### src/rtl/regfile_write_arbiter.sv
// Writeback arbiter for the single register-file write port, plus a 16-entry busy scoreboard.
// Define REGFILE_ARB_RR_EN for round-robin arbitration; fixed priority mem > link > alu otherwise.
module regfile_write_arbiter #(
    parameter int DATA_W  = 32,
    parameter int NUM_REQ = 3
) (
    input  logic              clk,
    input  logic              reset,
    input  logic              mem_valid,
    input  logic [3:0]        mem_reg,
    input  logic [DATA_W-1:0] mem_data,
    output logic              mem_ready,
    input  logic              link_valid,
    input  logic [DATA_W-1:0] link_data,
    output logic              link_ready,
    input  logic              alu_valid,
    input  logic [3:0]        alu_reg,
    input  logic [DATA_W-1:0] alu_data,
    output logic              alu_ready,
    output logic              rf_we,
    output logic [3:0]        rf_waddr,
    output logic [DATA_W-1:0] rf_wdata,
    output logic              pc_write,
    input  logic              sb_set,
    input  logic [3:0]        sb_reg,
    input  logic              rd1_en,
    input  logic [3:0]        rd1_reg,
    input  logic              rd2_en,
    input  logic [3:0]        rd2_reg,
    output logic              stall
);

    localparam logic [3:0] LINK_REG = 4'hE;
    localparam logic [3:0] PC_REG   = 4'hF;

    logic [NUM_REQ-1:0] w_req;
    logic [NUM_REQ-1:0] w_gnt;
    logic               w_any_gnt;
    logic [3:0]         w_dest;
    logic [DATA_W-1:0]  w_data;

    logic               r_rf_we;
    logic [3:0]         r_rf_waddr;
    logic [DATA_W-1:0]  r_rf_wdata;
    logic               r_pc_write;
    logic [15:0]        r_busy;
    logic [15:0]        w_busy_set;
    logic [15:0]        w_busy_clr;

    // Bit 0 = mem, bit 1 = link, bit 2 = alu throughout.
    assign w_req = {alu_valid, link_valid, mem_valid};

`ifdef REGFILE_ARB_RR_EN
    logic [1:0] r_rr_ptr;
    logic [1:0] w_rr_ptr_next;

    // The pointer names the requester with highest priority this cycle.
    always_comb begin
        w_gnt = '0;
        case (r_rr_ptr)
            2'd1: begin
                if (w_req[1])      w_gnt[1] = 1'b1;
                else if (w_req[2]) w_gnt[2] = 1'b1;
                else if (w_req[0]) w_gnt[0] = 1'b1;
            end
            2'd2: begin
                if (w_req[2])      w_gnt[2] = 1'b1;
                else if (w_req[0]) w_gnt[0] = 1'b1;
                else if (w_req[1]) w_gnt[1] = 1'b1;
            end
            default: begin
                if (w_req[0])      w_gnt[0] = 1'b1;
                else if (w_req[1]) w_gnt[1] = 1'b1;
                else if (w_req[2]) w_gnt[2] = 1'b1;
            end
        endcase
        if (reset) begin
            w_gnt = '0;
        end
    end

    always_comb begin
        w_rr_ptr_next = r_rr_ptr;
        if (w_gnt[0])      w_rr_ptr_next = 2'd1;
        else if (w_gnt[1]) w_rr_ptr_next = 2'd2;
        else if (w_gnt[2]) w_rr_ptr_next = 2'd0;
    end

    always_ff @(posedge clk) begin
        if (reset) begin
            r_rr_ptr <= 2'd0;
        end else begin
            r_rr_ptr <= w_rr_ptr_next;
        end
    end
`else
    always_comb begin
        w_gnt = '0;
        if (!reset) begin
            if (w_req[0])      w_gnt[0] = 1'b1;
            else if (w_req[1]) w_gnt[1] = 1'b1;
            else if (w_req[2]) w_gnt[2] = 1'b1;
        end
    end
`endif

    assign mem_ready  = w_gnt[0];
    assign link_ready = w_gnt[1];
    assign alu_ready  = w_gnt[2];
    assign w_any_gnt  = |w_gnt;

    always_comb begin
        w_dest = alu_reg;
        w_data = alu_data;
        if (w_gnt[0]) begin
            w_dest = mem_reg;
            w_data = mem_data;
        end else if (w_gnt[1]) begin
            w_dest = LINK_REG;
            w_data = link_data;
        end
    end

    always_ff @(posedge clk) begin
        if (reset) begin
            r_rf_we    <= 1'b0;
            r_rf_waddr <= '0;
            r_rf_wdata <= '0;
            r_pc_write <= 1'b0;
        end else begin
            r_rf_we    <= w_any_gnt;
            r_pc_write <= w_any_gnt && (w_dest == PC_REG);
            if (w_any_gnt) begin
                r_rf_waddr <= w_dest;
                r_rf_wdata <= w_data;
            end
        end
    end

    // Set beats clear so a freshly issued producer keeps ownership; R15 never goes busy.
    generate
        for (genvar gi = 0; gi < 16; gi++) begin : g_busy
            assign w_busy_clr[gi] = w_any_gnt && (w_dest == 4'(gi));
            if (gi == 15) begin : g_pc
                assign w_busy_set[gi] = 1'b0;
            end else begin : g_gpr
                assign w_busy_set[gi] = sb_set && (sb_reg == 4'(gi));
            end

            always_ff @(posedge clk) begin
                if (reset) begin
                    r_busy[gi] <= 1'b0;
                end else if (w_busy_set[gi]) begin
                    r_busy[gi] <= 1'b1;
                end else if (w_busy_clr[gi]) begin
                    r_busy[gi] <= 1'b0;
                end
            end
        end
    endgenerate

    assign stall    = (rd1_en && r_busy[rd1_reg]) || (rd2_en && r_busy[rd2_reg]);
    assign rf_we    = r_rf_we;
    assign rf_waddr = r_rf_waddr;
    assign rf_wdata = r_rf_wdata;
    assign pc_write = r_pc_write;

endmodule

### config.mk
export PLATFORM = sky130hd
export DESIGN_NAME = regfile_write_arbiter
export DESIGN_NICKNAME = d
export VERILOG_FILES = /design/src/rtl/regfile_write_arbiter.sv
export SDC_FILE = /design/constraint.sdc
export NUM_CORES = 1
export LEC_CHECK = 0
export ABC_CLOCK_PERIOD_IN_PS = 3100
export CORE_MARGIN = 8
export CORE_UTILIZATION = 50
export CTS_CLUSTER_DIAMETER = 100
export DETAILED_ROUTE_END_ITERATION = 6
export DONT_BUFFER_PORTS = 1
export PLACE_DENSITY_LB_ADDON = 0.3
export SYNTH_ARGS = -nofsm -noshare
export SYNTH_HDL_FRONTEND = slang
export SYNTH_SLANG_ARGS = --single-unit
export TNS_END_PERCENT = 50
### constraint.sdc
create_clock -name clk -period 3.1 [get_ports clk]
set_clock_uncertainty 0.1 [all_clocks]
set_input_delay 0.93 -clock clk [delete_from_list [all_inputs] [get_ports clk]]
set_output_delay 0.93 -clock clk [all_outputs]
set_load 0.02 [all_outputs]
* Word level (Yosys, flattened, before mapping)
Cells that the tools add are included.
** Cells by class
- Mux-type cells :: 44
- Reduce and logical (&&, ||, !) cells :: 52
- Multiply operators :: 0
- Add/subtract/negate cells :: 0
- Shifts and indexed selects :: 0
- Eq/ne operators :: 29
- Div/mod/pow operators :: 0
- Bitwise operators :: 0
- Magnitude comparators :: 2
** Operators by type and width (number)
- $mux 32 :: 2
- $eq 4x4->1 const B :: 15
- $mux 1 :: 36
- $logic_and 1x1->1 :: 33
- $eq 4x3->1 const B :: 8
- $reduce_bool 2->1 :: 15
- $eq 4x2->1 const B :: 4
- $lt 4x5->1 const B :: 2
- $bmux 1 s4 :: 2
- $eq 4x1->1 const B :: 2
- $logic_not 4->1 :: 2
- $mux 4 :: 2
- $mux 3 :: 1
- $reduce_or 3->1 :: 1
- $mux 2 :: 1
- $logic_or 1x1->1 :: 1
** Word-level totals
- Latch bits :: 0
- Logic and storage cells :: 146
- Memories kept :: 0
- Memory bits (read-only) :: 0
- Input bits :: 124
- RAM bits :: 0
- Output and inout bits :: 42
- Bits in registers :: 53

* Longest topological paths before layout
- Depth in word-level cells :: 10
- Depth in mapped cells :: 7
- Mapped depth without buffers :: 5

* Least setup slack after synthesis
OpenSTA, ideal clock, no wires.
- Path kind :: input to output
- Start point :: in rd2_reg[0]
- End point :: out stall
- Path slack :: -0.031 ns
- Cell stages on the path :: 4
- Path buffers :: 0
- Arrival :: 2.101 ns
- Required time :: 2.070 ns
- Path through :: mux4_1 -> and4b_1 -> nor4_1 -> nand3_1
** Between the ends
- Word-level cells in the longest chain between the ends :: 4
** Ends and longest elaborated chain
- start, declared :: RTL line 29 : input logic [3:0] rd2_reg,
- $bmux 1 s4 :: RTL line 162 : assign stall = (rd1_en && r_busy[rd1_reg]) || (rd2_en && r_busy[rd2_reg]);
- $mux 1 (implied by the code) :: RTL line 162
- $logic_and 1x1->1 :: RTL line 162
- $logic_or 1x1->1 :: RTL line 162
- end, declared :: RTL line 30 : output logic stall
Every way passes these cells. The select of a mux whose other input is x is not followed.

* Worst setup path in the final report
- Start point :: in rd1_reg[0]
- End point :: out stall
** Between the ends
- Word-level cells in the longest chain between the ends :: 4
** Ends and longest elaborated chain
- start, declared :: RTL line 27 : input logic [3:0] rd1_reg,
- $bmux 1 s4 :: RTL line 162
- $mux 1 (implied by the code) :: RTL line 162
- $logic_and 1x1->1 :: RTL line 162
- $logic_or 1x1->1 :: RTL line 162
Every way passes these cells. The select of a mux whose other input is x is not followed.

==> metrics.txt <==
status=finished, violations left; failing checks=setup timing; RSZ-0062 raised after global routing=yes; vias=2374; GRT Total Usage=a little under a fifth; Initial Utilization=50.8%; Yosys cell types=39; die area=8160 µm²; Die Y=90.4 µm; I/O Buffers=0; P_leak=0.946 nW; register bit count reported by yosys=between 50 and 60; worst path arrival time=2170 ps; Worst slew margin=roughly 59%; share of cells above drive strength 1=~9%; H-Tree Depth=2; Nets=roughly 390; CTS Buffer Depth=2; Worst IR Drop VDD=between 300 and 400 µV; Placed Instance Area=between 2000 and 3000 µm²; Vias/cell=6.94; Clock Latency Late Sink=300 ps; total power=0.00152 W; vias in the first global route=2489; CTS tree=yes; area leader, netlist=dfxtp_1; Layout Area Growth over Synthesis=5.61%; post-synth top area share=a little under two fifths; DR WL/cell=between 20 and 25 µm; Layout fillers=around 500; MaxCap Viol Count=0; fmax=around 310 MHz; pin count of the biggest net entering global routing=63; final setup fails=1; CTS Root Buffer Type=clkbuf_8; final hold vios=0; setup ws final=-103 ps; Core ar.=about 5400 µm²; Worst Tran Pin Value=between 600 and 700 ps; initial antenna violation count=0; setup TNS=-103 ps; WHS=around 400 ps; Clock Sinks=53; crit-path cells=mux4_2 > and4b_1 > nor4_2 > nand3_1 > buf_6; wire length of the first global-routing pass=12.9 mm; Syn Nets=around 400; CP max stage cell=mux4_2; crit-path max FO=5; Overflow after GRT=0; CP endpoint kind=primary output; WS Path Type=input pin to primary output; final non-filler cell total=approximately 340; 1st-pass router iterations=4; Area contributors post-synth=dfxtp_1 38%, mux2i_1 12%, a22oi_1 8.4%; gpl congestion=~0.8; detailed-route DRC error count=0; Mapped Cells=approximately 280; commonest cells after routing, fill and taps aside=53 x dfxtp_1, 33 x mux2i_1, 31 x a22oi_1, 31 x o22ai_1; post-layout min period=~3200 ps; dpl cells=~330; TritonCTS Buffers=5; syn avg cell area=around 9.8 µm²; Die X=around 90 µm; final WL=approximately 8 mm; Worst Setup Start Kind=input pin; Post-Syn Area=about 2800 µm²; Tcrit/Tclk final=103%; antenna-violating nets left=0; drt first-iter violations=approximately 120; CP Data Required Time=a little over 2000 ps; warnings from Yosys=0; sequential fraction of the synthesis area=between 30% and 40%; Pins Over Slew Limit=0; most common cell after layout, fill and taps aside=dfxtp_1; DP Wirelength=slightly above 6 mm; Antenna diodes=0; I/O Pins=166; # Post-CTS Setup Buffers=0; row cnt=27; clock slew at reported path FFs=roughly 90 ps; Design Area, Final=approximately 3000 µm²; critical path's largest stage delay=approximately 470 ps; Worst Hold Class=flip-flop to flip-flop; P per Cell Area=around 520 nW/µm²
[path summary, 6_finish.rpt]
| check | from | to | slack [ps] | cells after the start |
|---|---|---|---|---|
| worst min register to register | r_busy[5] | r_busy[5] | 400 | 2 |
| worst max register to register | rf_wdata[20] | rf_wdata[20] | 2170 | 2 |
| worst min-delay path | r_busy[5] | r_busy[5] | 400 | 2 |
| worst max-delay path | rd1_reg[0] | stall | -100 | 5 |
[cells in the mapped netlist]
library cell	n
a21o_1	1
a21oi_1	3
a22oi_1	31
and4b_1	2
buf_1	1
buf_2	15
clkbuf_1	9
dfxtp_1	53
inv_1	16
inv_2	1
mux2_2	1
mux2i_1	33
mux4_1	3
mux4_2	3
nand2_1	9
nand2b_1	3
nand3_1	2
nand3b_1	5
nand4bb_1	1
nor2_1	2
nor2b_1	1
nor3_1	1
nor3b_1	1
nor4_1	17
nor4b_1	1
nor4bb_1	2
o2111ai_1	2
o211ai_1	1
o21ai_0	3
o21ba_1	1
o221ai_1	2
o22a_1	3
o22ai_1	31
o22ai_2	3
o31ai_2	1
o32ai_1	15
or2_1	1
or3_1	1
or3b_2	1
[flip-flops by register name, indices dropped and copies added (netlist names)]
signal / flops
rf_wdata: 32
pc_write: 1
rf_we: 1
r_busy: 15
rf_waddr: 4
[layer usage]
layer	global-route usage [%]	routed length (µm)	vias to the layer above
met5	0	0	-
met4	6.38	136	0
met3	6.82	710	12
met2	33.6	4250	123
met1	20.4	3090	1132
li1	-	-	1107
[where the power goes]
group | internal, W | switching [W]
logic | 0.0000928 | 0.0000961
clock network | 0.000263 | 0.000221
registers | 0.000736 | 0.000106
[timing repair]
| action | in CTS | in global routing |
|---|---|---|
| gates resized for setup | 2 | 1 |
| pin swaps | 3 | 3 |
| hold buffers | 0 | 0 |
| setup endpoints to repair | 1 | 1 |
| cloned | 0 | 0 |
[area by class of cell]
class | instances | area, µm² | area share [%]
clock buffer | 7 | 86.3 | 2.96
multi-input combinational | 187 | 1530 | 52.6
sequential | 53 | 1060 | 36.3
tap | 72 | 90.1 | 3.09
inverter | 17 | 63.8 | 2.19
timing repair buffer | 5 | 53.8 | 1.84
clock inverter | 1 | 30.0 | 1.03
[kinds of logic after synthesis]
| kind of cell | count (synthesis) | share of synthesized area, % |
|---|---|---|
| multiplexers | 40 | 17.7 |
| AND/OR/NAND/NOR | 50 | 11.4 |
| AO/OA/AOI/OAI | 97 | 26.2 |
| buffers and inverters | 42 | 6.38 |
| flip-flops | 53 | 38.4 |
[critical path, delay by kind of cell]
family | cells | cell delay, ps
mux | 1 | 470
simple gates | 3 | 620
buf+inv | 1 | 150
[through the flow]
| stage | setup slack [ps] | utilization, % |
|---|---|---|
| detailed placement | -66.5 | 51.4 |
| floorplan | -21.7 | - |
| finish | -103 | 53.7 |
| CTS | -58.6 | 53.6 |
| global placement | -35.8 | 51.4 |
| global route | -181 | 53.7 |
Power figures use the tool's default switching activity.
